File: config.mk
export PLATFORM = sky130hd
export DESIGN_NAME = dm_arbiter_flat
export DESIGN_NICKNAME = d
export VERILOG_FILES = /design/src/rtl/dm_arb_pkg.sv /design/src/rtl/dm_arbiter_if.sv /design/src/rtl/dm_arb_age_cnt.sv /design/src/rtl/dm_arbiter.sv /design/src/flat_wrapper.sv
export SDC_FILE = /design/constraint.sdc
export NUM_CORES = 1
export LEC_CHECK = 0
export BUFFER_PORTS_ARGS = -buffer_cell sky130_fd_sc_hd__buf_2
export CAP_MARGIN = 20
export CORE_ASPECT_RATIO = 0.7
export CORE_UTILIZATION = 29
export DETAILED_ROUTE_END_ITERATION = 16
export PLACE_DENSITY_LB_ADDON = 0.15
export SYNTH_ARGS = -nofsm -noshare
export SYNTH_HDL_FRONTEND = slang
export SYNTH_SLANG_ARGS = --single-unit
File: constraint.sdc
create_clock -name clk -period 3.6 [get_ports clk]
set_input_delay 0.72 -clock clk [delete_from_list [all_inputs] [get_ports clk]]
set_output_delay 0.72 -clock clk [all_outputs]
set_load 0.1 [all_outputs]
File: src/rtl/dm_arb_pkg.sv
// Shared constants for the data-memory arbiter: default bus widths,
// requester IDs and the read-response state encoding.
package dm_arb_pkg;

    localparam int DM_AW = 32;
    localparam int DM_DW = 32;

    localparam int M_CPU = 0;
    localparam int M_DBG = 1;

    typedef enum logic {
        RSP_IDLE = 1'b0,
        RSP_RESP = 1'b1
    } rsp_state_t;

endpackage

File: src/rtl/dm_arbiter_if.sv
// Bundle of both requester channels plus the shared data-memory port.
// The arbiter takes the slave side; requesters and the memory sit on the master side.
interface dm_arbiter_if
    import dm_arb_pkg::*;
#(
    parameter int AW = DM_AW,
    parameter int DW = DM_DW
);
    logic          m0_req;
    logic          m0_we;
    logic [AW-1:0] m0_addr;
    logic [DW-1:0] m0_wdata;
    logic          m0_gnt;
    logic          m0_rvalid;
    logic [DW-1:0] m0_rdata;

    logic          m1_req;
    logic          m1_we;
    logic [AW-1:0] m1_addr;
    logic [DW-1:0] m1_wdata;
    logic          m1_gnt;
    logic          m1_rvalid;
    logic [DW-1:0] m1_rdata;

    logic [AW-1:0] dm_addr;
    logic          dm_ctrl_w;
    logic          dm_ctrl_r;
    logic [DW-1:0] dm_wdata;
    logic [DW-1:0] dm_rdata;

    modport slave (
        input  m0_req, m0_we, m0_addr, m0_wdata,
        output m0_gnt, m0_rvalid, m0_rdata,
        input  m1_req, m1_we, m1_addr, m1_wdata,
        output m1_gnt, m1_rvalid, m1_rdata,
        output dm_addr, dm_ctrl_w, dm_ctrl_r, dm_wdata,
        input  dm_rdata
    );

    modport master (
        output m0_req, m0_we, m0_addr, m0_wdata,
        input  m0_gnt, m0_rvalid, m0_rdata,
        output m1_req, m1_we, m1_addr, m1_wdata,
        input  m1_gnt, m1_rvalid, m1_rdata,
        input  dm_addr, dm_ctrl_w, dm_ctrl_r, dm_wdata,
        output dm_rdata
    );

endinterface

File: src/rtl/dm_arb_age_cnt.sv
// Saturating 4-bit wait counter; o_force flags that the starved requester
// has waited MAX_WAIT consecutive cycles and must win the next arbitration.
module dm_arb_age_cnt #(
    parameter int MAX_WAIT = 4
) (
    input  logic clk,
    input  logic rst_n,
    input  logic i_inc,
    input  logic i_clr,
    output logic o_force
);
    localparam logic [3:0] SAT = 4'(MAX_WAIT);

    logic [3:0] r_cnt;

    always_ff @(posedge clk) begin
        if (!rst_n) begin
            r_cnt <= '0;
        end else if (i_clr) begin
            r_cnt <= '0;
        end else if (i_inc && (r_cnt != SAT)) begin
            r_cnt <= r_cnt + 4'd1;
        end
    end

    assign o_force = (r_cnt == SAT);

endmodule

File: src/rtl/dm_arbiter.sv
// Two-requester arbiter in front of the data memory: fixed priority for the CPU,
// aging guarantee for the debug loader, one-cycle registered read responses.
module dm_arbiter
    import dm_arb_pkg::*;
#(
    parameter int AW       = DM_AW,
    parameter int DW       = DM_DW,
    parameter int MAX_WAIT = 4
) (
    input  logic         clk,
    input  logic         rst_n,
    dm_arbiter_if.slave  bus
);
    logic [1:0]    w_gnt;
    logic [1:0]    w_we;
    logic [1:0]    w_rvalid;
    logic [DW-1:0] w_rdata [2];
    logic          w_force;

    assign w_we = {bus.m1_we, bus.m0_we};

    dm_arb_age_cnt #(.MAX_WAIT(MAX_WAIT)) u_age (
        .clk     (clk),
        .rst_n   (rst_n),
        .i_inc   (bus.m1_req & ~w_gnt[M_DBG]),
        .i_clr   (w_gnt[M_DBG] | ~bus.m1_req),
        .o_force (w_force)
    );

    // Grants are suppressed while reset is asserted so no write reaches memory.
    always_comb begin
        w_gnt = 2'b00;
        if (rst_n) begin
            if (w_force && bus.m1_req) begin
                w_gnt[M_DBG] = 1'b1;
            end else if (bus.m0_req) begin
                w_gnt[M_CPU] = 1'b1;
            end else if (bus.m1_req) begin
                w_gnt[M_DBG] = 1'b1;
            end
        end
    end

    always_comb begin
        bus.dm_addr   = '0;
        bus.dm_wdata  = '0;
        bus.dm_ctrl_w = 1'b0;
        bus.dm_ctrl_r = 1'b0;
        if (w_gnt[M_CPU]) begin
            bus.dm_addr   = bus.m0_addr;
            bus.dm_wdata  = bus.m0_wdata;
            bus.dm_ctrl_w = bus.m0_we;
            bus.dm_ctrl_r = ~bus.m0_we;
        end else if (w_gnt[M_DBG]) begin
            bus.dm_addr   = bus.m1_addr;
            bus.dm_wdata  = bus.m1_wdata;
            bus.dm_ctrl_w = bus.m1_we;
            bus.dm_ctrl_r = ~bus.m1_we;
        end
    end

    for (genvar g = 0; g < 2; g++) begin : g_rsp
        rsp_state_t    r_state;
        rsp_state_t    w_state_nxt;
        logic [DW-1:0] r_rdata;
        logic          w_rd;

        assign w_rd = w_gnt[g] & ~w_we[g];

        always_ff @(posedge clk) begin
            if (!rst_n) begin
                r_state <= RSP_IDLE;
            end else begin
                r_state <= w_state_nxt;
            end
        end

        // From either state a granted read (re)enters RESP; anything else idles.
        always_comb begin
            w_state_nxt = RSP_IDLE;
            if (w_rd) begin
                w_state_nxt = RSP_RESP;
            end
        end

        always_ff @(posedge clk) begin
            if (!rst_n) begin
                r_rdata <= '0;
            end else if (w_rd) begin
                r_rdata <= bus.dm_rdata;
            end
        end

        // Gating with rst_n drops a response that is due in a reset cycle.
        assign w_rvalid[g] = (r_state == RSP_RESP) & rst_n;
        assign w_rdata[g]  = r_rdata;
    end

    assign bus.m0_gnt    = w_gnt[M_CPU];
    assign bus.m1_gnt    = w_gnt[M_DBG];
    assign bus.m0_rvalid = w_rvalid[M_CPU];
    assign bus.m1_rvalid = w_rvalid[M_DBG];
    assign bus.m0_rdata  = w_rdata[M_CPU];
    assign bus.m1_rdata  = w_rdata[M_DBG];

endmodule
File: src/flat_wrapper.sv
// flat-port wrapper written by rule: the top's interface ports become plain ports
module dm_arbiter_flat import dm_arb_pkg::*;
#(
    parameter int AW       = DM_AW,
    parameter int DW       = DM_DW,
    parameter int MAX_WAIT = 4
)
  (clk, rst_n, bus_m0_req, bus_m0_we, bus_m0_addr, bus_m0_wdata, bus_m0_gnt, bus_m0_rvalid, bus_m0_rdata, bus_m1_req, bus_m1_we, bus_m1_addr, bus_m1_wdata, bus_m1_gnt, bus_m1_rvalid, bus_m1_rdata, bus_dm_addr, bus_dm_ctrl_w, bus_dm_ctrl_r, bus_dm_wdata, bus_dm_rdata);
  dm_arbiter_if #(.AW(AW), .DW(DW)) bus_i ();
  input  logic clk;
  input  logic rst_n;
  input wire logic [$bits(bus_i.m0_req)-1:0] bus_m0_req;
  input wire logic [$bits(bus_i.m0_we)-1:0] bus_m0_we;
  input wire logic [$bits(bus_i.m0_addr)-1:0] bus_m0_addr;
  input wire logic [$bits(bus_i.m0_wdata)-1:0] bus_m0_wdata;
  output wire logic [$bits(bus_i.m0_gnt)-1:0] bus_m0_gnt;
  output wire logic [$bits(bus_i.m0_rvalid)-1:0] bus_m0_rvalid;
  output wire logic [$bits(bus_i.m0_rdata)-1:0] bus_m0_rdata;
  input wire logic [$bits(bus_i.m1_req)-1:0] bus_m1_req;
  input wire logic [$bits(bus_i.m1_we)-1:0] bus_m1_we;
  input wire logic [$bits(bus_i.m1_addr)-1:0] bus_m1_addr;
  input wire logic [$bits(bus_i.m1_wdata)-1:0] bus_m1_wdata;
  output wire logic [$bits(bus_i.m1_gnt)-1:0] bus_m1_gnt;
  output wire logic [$bits(bus_i.m1_rvalid)-1:0] bus_m1_rvalid;
  output wire logic [$bits(bus_i.m1_rdata)-1:0] bus_m1_rdata;
  output wire logic [$bits(bus_i.dm_addr)-1:0] bus_dm_addr;
  output wire logic [$bits(bus_i.dm_ctrl_w)-1:0] bus_dm_ctrl_w;
  output wire logic [$bits(bus_i.dm_ctrl_r)-1:0] bus_dm_ctrl_r;
  output wire logic [$bits(bus_i.dm_wdata)-1:0] bus_dm_wdata;
  input wire logic [$bits(bus_i.dm_rdata)-1:0] bus_dm_rdata;
  assign bus_i.m0_req = bus_m0_req;
  assign bus_i.m0_we = bus_m0_we;
  assign bus_i.m0_addr = bus_m0_addr;
  assign bus_i.m0_wdata = bus_m0_wdata;
  assign bus_m0_gnt = bus_i.m0_gnt;
  assign bus_m0_rvalid = bus_i.m0_rvalid;
  assign bus_m0_rdata = bus_i.m0_rdata;
  assign bus_i.m1_req = bus_m1_req;
  assign bus_i.m1_we = bus_m1_we;
  assign bus_i.m1_addr = bus_m1_addr;
  assign bus_i.m1_wdata = bus_m1_wdata;
  assign bus_m1_gnt = bus_i.m1_gnt;
  assign bus_m1_rvalid = bus_i.m1_rvalid;
  assign bus_m1_rdata = bus_i.m1_rdata;
  assign bus_dm_addr = bus_i.dm_addr;
  assign bus_dm_ctrl_w = bus_i.dm_ctrl_w;
  assign bus_dm_ctrl_r = bus_i.dm_ctrl_r;
  assign bus_dm_wdata = bus_i.dm_wdata;
  assign bus_i.dm_rdata = bus_dm_rdata;
  dm_arbiter #(.AW(AW), .DW(DW), .MAX_WAIT(MAX_WAIT)) u_core (.clk(clk), .rst_n(rst_n), .bus(bus_i));
endmodule
==> results.sh <==
export IMPL_outcome="complete, no violations"
export IMPL_core_area_um2=11200
export IMPL_post_cts_setup_buffer_count=0
export IMPL_viasPerCell=4.68
export IMPL_hpwl_um=10300
export IMPL_h_tree_depth=3
export IMPL_routed_wire_length_per_instance_um=16.2
export IMPL_dr_pass1_iters=4
export IMPL_wl_um=12900
export IMPL_period_minus_slack_ps=3340
export IMPL_critical_path_slowest_cell="o211a_4"
export IMPL_use_met1=0.242
export IMPL_worst_slew_pin_slew_ps=787
export IMPL_worst_path_max_fanout=67
export IMPL_die_h_um=92.5
export IMPL_r2r_start="u_core.u_age.r_cnt[0]$_SDFFE_PP0P_"
export IMPL_power_density_nw_per_um2=424
export IMPL_crit_required_ps=2880
export IMPL_leakagePower_uw=0.00320
export IMPL_hp_start="u_core.bus.m0_rdata[31]$_SDFFE_PN0P_"
export IMPL_postSynthCellCount=355
export IMPL_reg2reg_slack_ps=1180
export IMPL_via_count=3728
export IMPL_io_buffers=299
export IMPL_ys_ff_latch=70
export IMPL_post_route_period_util=0.928
export IMPL_fmax_mhz=299
export IMPL_max_cap_viol_count=0
export IMPL_ys_seq_area_frac=0.413
export IMPL_clk_pin_slew_worst_paths_ps=50
export IMPL_dieArea_um2=12100
export IMPL_fin_nets=805
export IMPL_drive_gt1_frac=0.505
export IMPL_num_io_pins=300
export IMPL_total_power_uw=2650
export IMPL_r2r_worst_path_cells=6
export IMPL_cts_tree="yes"
export IMPL_root_buffer="clkbuf_16"
export IMPL_tns_ps=0
export IMPL_drt_iter0_drc=143
export IMPL_peakVddDrop_mv=0.236
export IMPL_synth_area_um2=3390
export IMPL_grt_pass1_vias=3610
export IMPL_cts_hold_buffers=0
export IMPL_track_usage=0.207
export IMPL_path_cells="inv_1, ha_1, and3b_1, o211a_4, a22o_1, buf_12"
export IMPL_cts_max_path_buffers=2
export IMPL_drc_errors=0
export IMPL_ant_nets=0
export IMPL_gp_congestion=0.831
export IMPL_grt_max_degree=81
export IMPL_grt_pass1_wl_um=19700
export IMPL_rsz0062_at_grt="false"
export IMPL_gr_max_usage_layer="met2"
export IMPL_synthDistinctLibCells=24
export IMPL_crit_path_start_kind="flip-flop"
export IMPL_gr_usage_met3=0.0558
export IMPL_synth_top_cell_by_area="dfxtp_1"
export IMPL_setup_violations=0
export IMPL_avgSynthCellArea_um2=9.55
export IMPL_criticalPathCategory="reg2out"
export IMPL_whs_path_depth=2
export IMPL_worstSetupEndpointType="output pin"
export IMPL_clock_sinks=70
export IMPL_cp_data_arrival_time_ps=2620
export IMPL_grtUsageMet2=0.377
export IMPL_yosysWarnings=0
export IMPL_hp_class="reg2reg"
export IMPL_whs_endpoint="u_core.bus.m0_rdata[31]$_SDFFE_PN0P_"
export IMPL_cts_resized_gates=0
export IMPL_syn_to_final_growth_pct=84.4
export IMPL_gr_total_overflow=0
export IMPL_synth_nets=523
export IMPL_insertion_delay_ps=330
export IMPL_cts_made_buffers=9
export IMPL_antenna_found_initial=1
export IMPL_skew_ps=9.78
export IMPL_die_x_um=131
export IMPL_synth_top_cell_area_share=0.413
export IMPL_drv_slew=0
export IMPL_initial_core_util=0.302
export IMPL_slew_headroom=0.475
export IMPL_synth_area_leaders="dfxtp_1, mux2i_1, a22o_1"
export IMPL_rr_endpoint="u_core.bus.m1_rdata[16]$_SDFFE_PN0P_"
export IMPL_rows=32
export IMPL_slowest_delay_ps=730
export IMPL_hold_viol_final=0
-- through the flow --
step	setup WS, ps	hold slack, ps	instance area (µm²)	utilization	std cells
2_1_floorplan	405	454	3390	-	355
3_3_place_gp	664	440	5950	0.531	779
3_5_place_dp	629	445	5950	0.531	779
4_1_cts	265	454	6250	0.557	795
5_1_grt	100	468	6250	0.558	796
6_report	260	452	6250	0.558	796
-- power by group --
part / leakage, µW / internal, µW / switching [µW]
Sequential: 0.000568 / 797 / 10.5
Combinational: 0.00249 / 310 / 657
Clock: 0.000142 / 537 / 342
Total: 0.00320 / 1640 / 1010
-- final cells by class --
class                   count  area [µm²]
clock buffers               9         225
multi-input cells         247        1770
repair buffers            304        2570
diodes                      1        2.50
clock inverters             7        72.6
flip-flops and latches     70        1400
fillers                  1030        4960
well taps                 153         191
inverters                   5        18.8
-- flip-flops by register name (all words and copies together) (netlist names) --
name and count:
u_core.bus.m0_rdata 32, u_core.g_rsp.r_state 2, u_core.bus.m1_rdata 32, u_core.u_age.r_cnt 4
-- placed cells by master (no fill, tap or decap), types with 2 or more instances in the layout --
cell | netlist | routed
buf_2 | 8 | 231
nand2_1 | 97 | 97
dfxtp_1 | 70 | 70
buf_12 | 0 | 69
a22o_1 | 65 | 65
mux2i_1 | 65 | 65
clkbuf_16 | 0 | 9
inv_1 | 5 | 5
buf_4 | 8 | 4
and2_1 | 2 | 2
nand2b_1 | 2 | 2
nand3_1 | 2 | 2
nor2_1 | 2 | 2
ha_1 | 2 | 2
clkinv_2 | 0 | 2
clkinvlp_4 | 0 | 2
-- how the worst max path moves through the flow --
stage,from,to,depth (start not counted)
after floorplan,u_core.u_age.r_cnt[0]$_SDFFE_PP0P_,bus_dm_wdata[22],7
after global placement,u_core.u_age.r_cnt[0]$_SDFFE_PP0P_,bus_dm_wdata[19],6
after detailed placement,u_core.u_age.r_cnt[0]$_SDFFE_PP0P_,bus_dm_wdata[19],6
after CTS,u_core.u_age.r_cnt[1]$_SDFFE_PP0P_,bus_dm_wdata[19],6
after global routing,u_core.u_age.r_cnt[1]$_SDFFE_PP0P_,bus_dm_wdata[21],6
final,u_core.u_age.r_cnt[0]$_SDFFE_PP0P_,bus_dm_wdata[21],6
-- kinds of logic after synthesis --
group / count (synthesis) / share of synthesized area
buffers and inverters: 38 / 0.0694
and+or+nand+nor: 109 / 0.128
muxes: 65 / 0.192
adders and majority gates: 2 / 0.00738
DFF: 70 / 0.413
AOI/OAI and AO/OA: 71 / 0.190
-- per-layer routing --
layer | up-vias | share of wire
met2 | 124 | 0.52
met1 | 1769 | 0.41
met3 | 12 | 0.054
li1 | 1823 | -
met5 | - | 0
met4 | 0 | 0.011
-- synth_stat cells, drive strengths merged --
| cell type | number |
|---|---|
| nand2b | 2 |
| buf | 24 |
| a211oi | 1 |
| clkbuf | 9 |
| mux2i | 65 |
| a21oi | 2 |
| a22o | 65 |
| o211a | 1 |
| o2111ai | 1 |
| and2 | 2 |
| nor3 | 1 |
| and3b | 1 |
| nand3b | 1 |
| nand3 | 2 |
| nand2 | 97 |
| ha | 2 |
| nor2 | 2 |
| a21o | 1 |
| nor3b | 1 |
| dfxtp | 70 |
| inv | 5 |
-- critical path, delay by kind of cell, from the launching register on --
family,cells,cell delay [ps]
compound gates,2,1070
fa+ha+maj,1,170
simple gates,1,430
flops,1,330
buf+inv,2,250
Power figures use the tool's default switching activity.
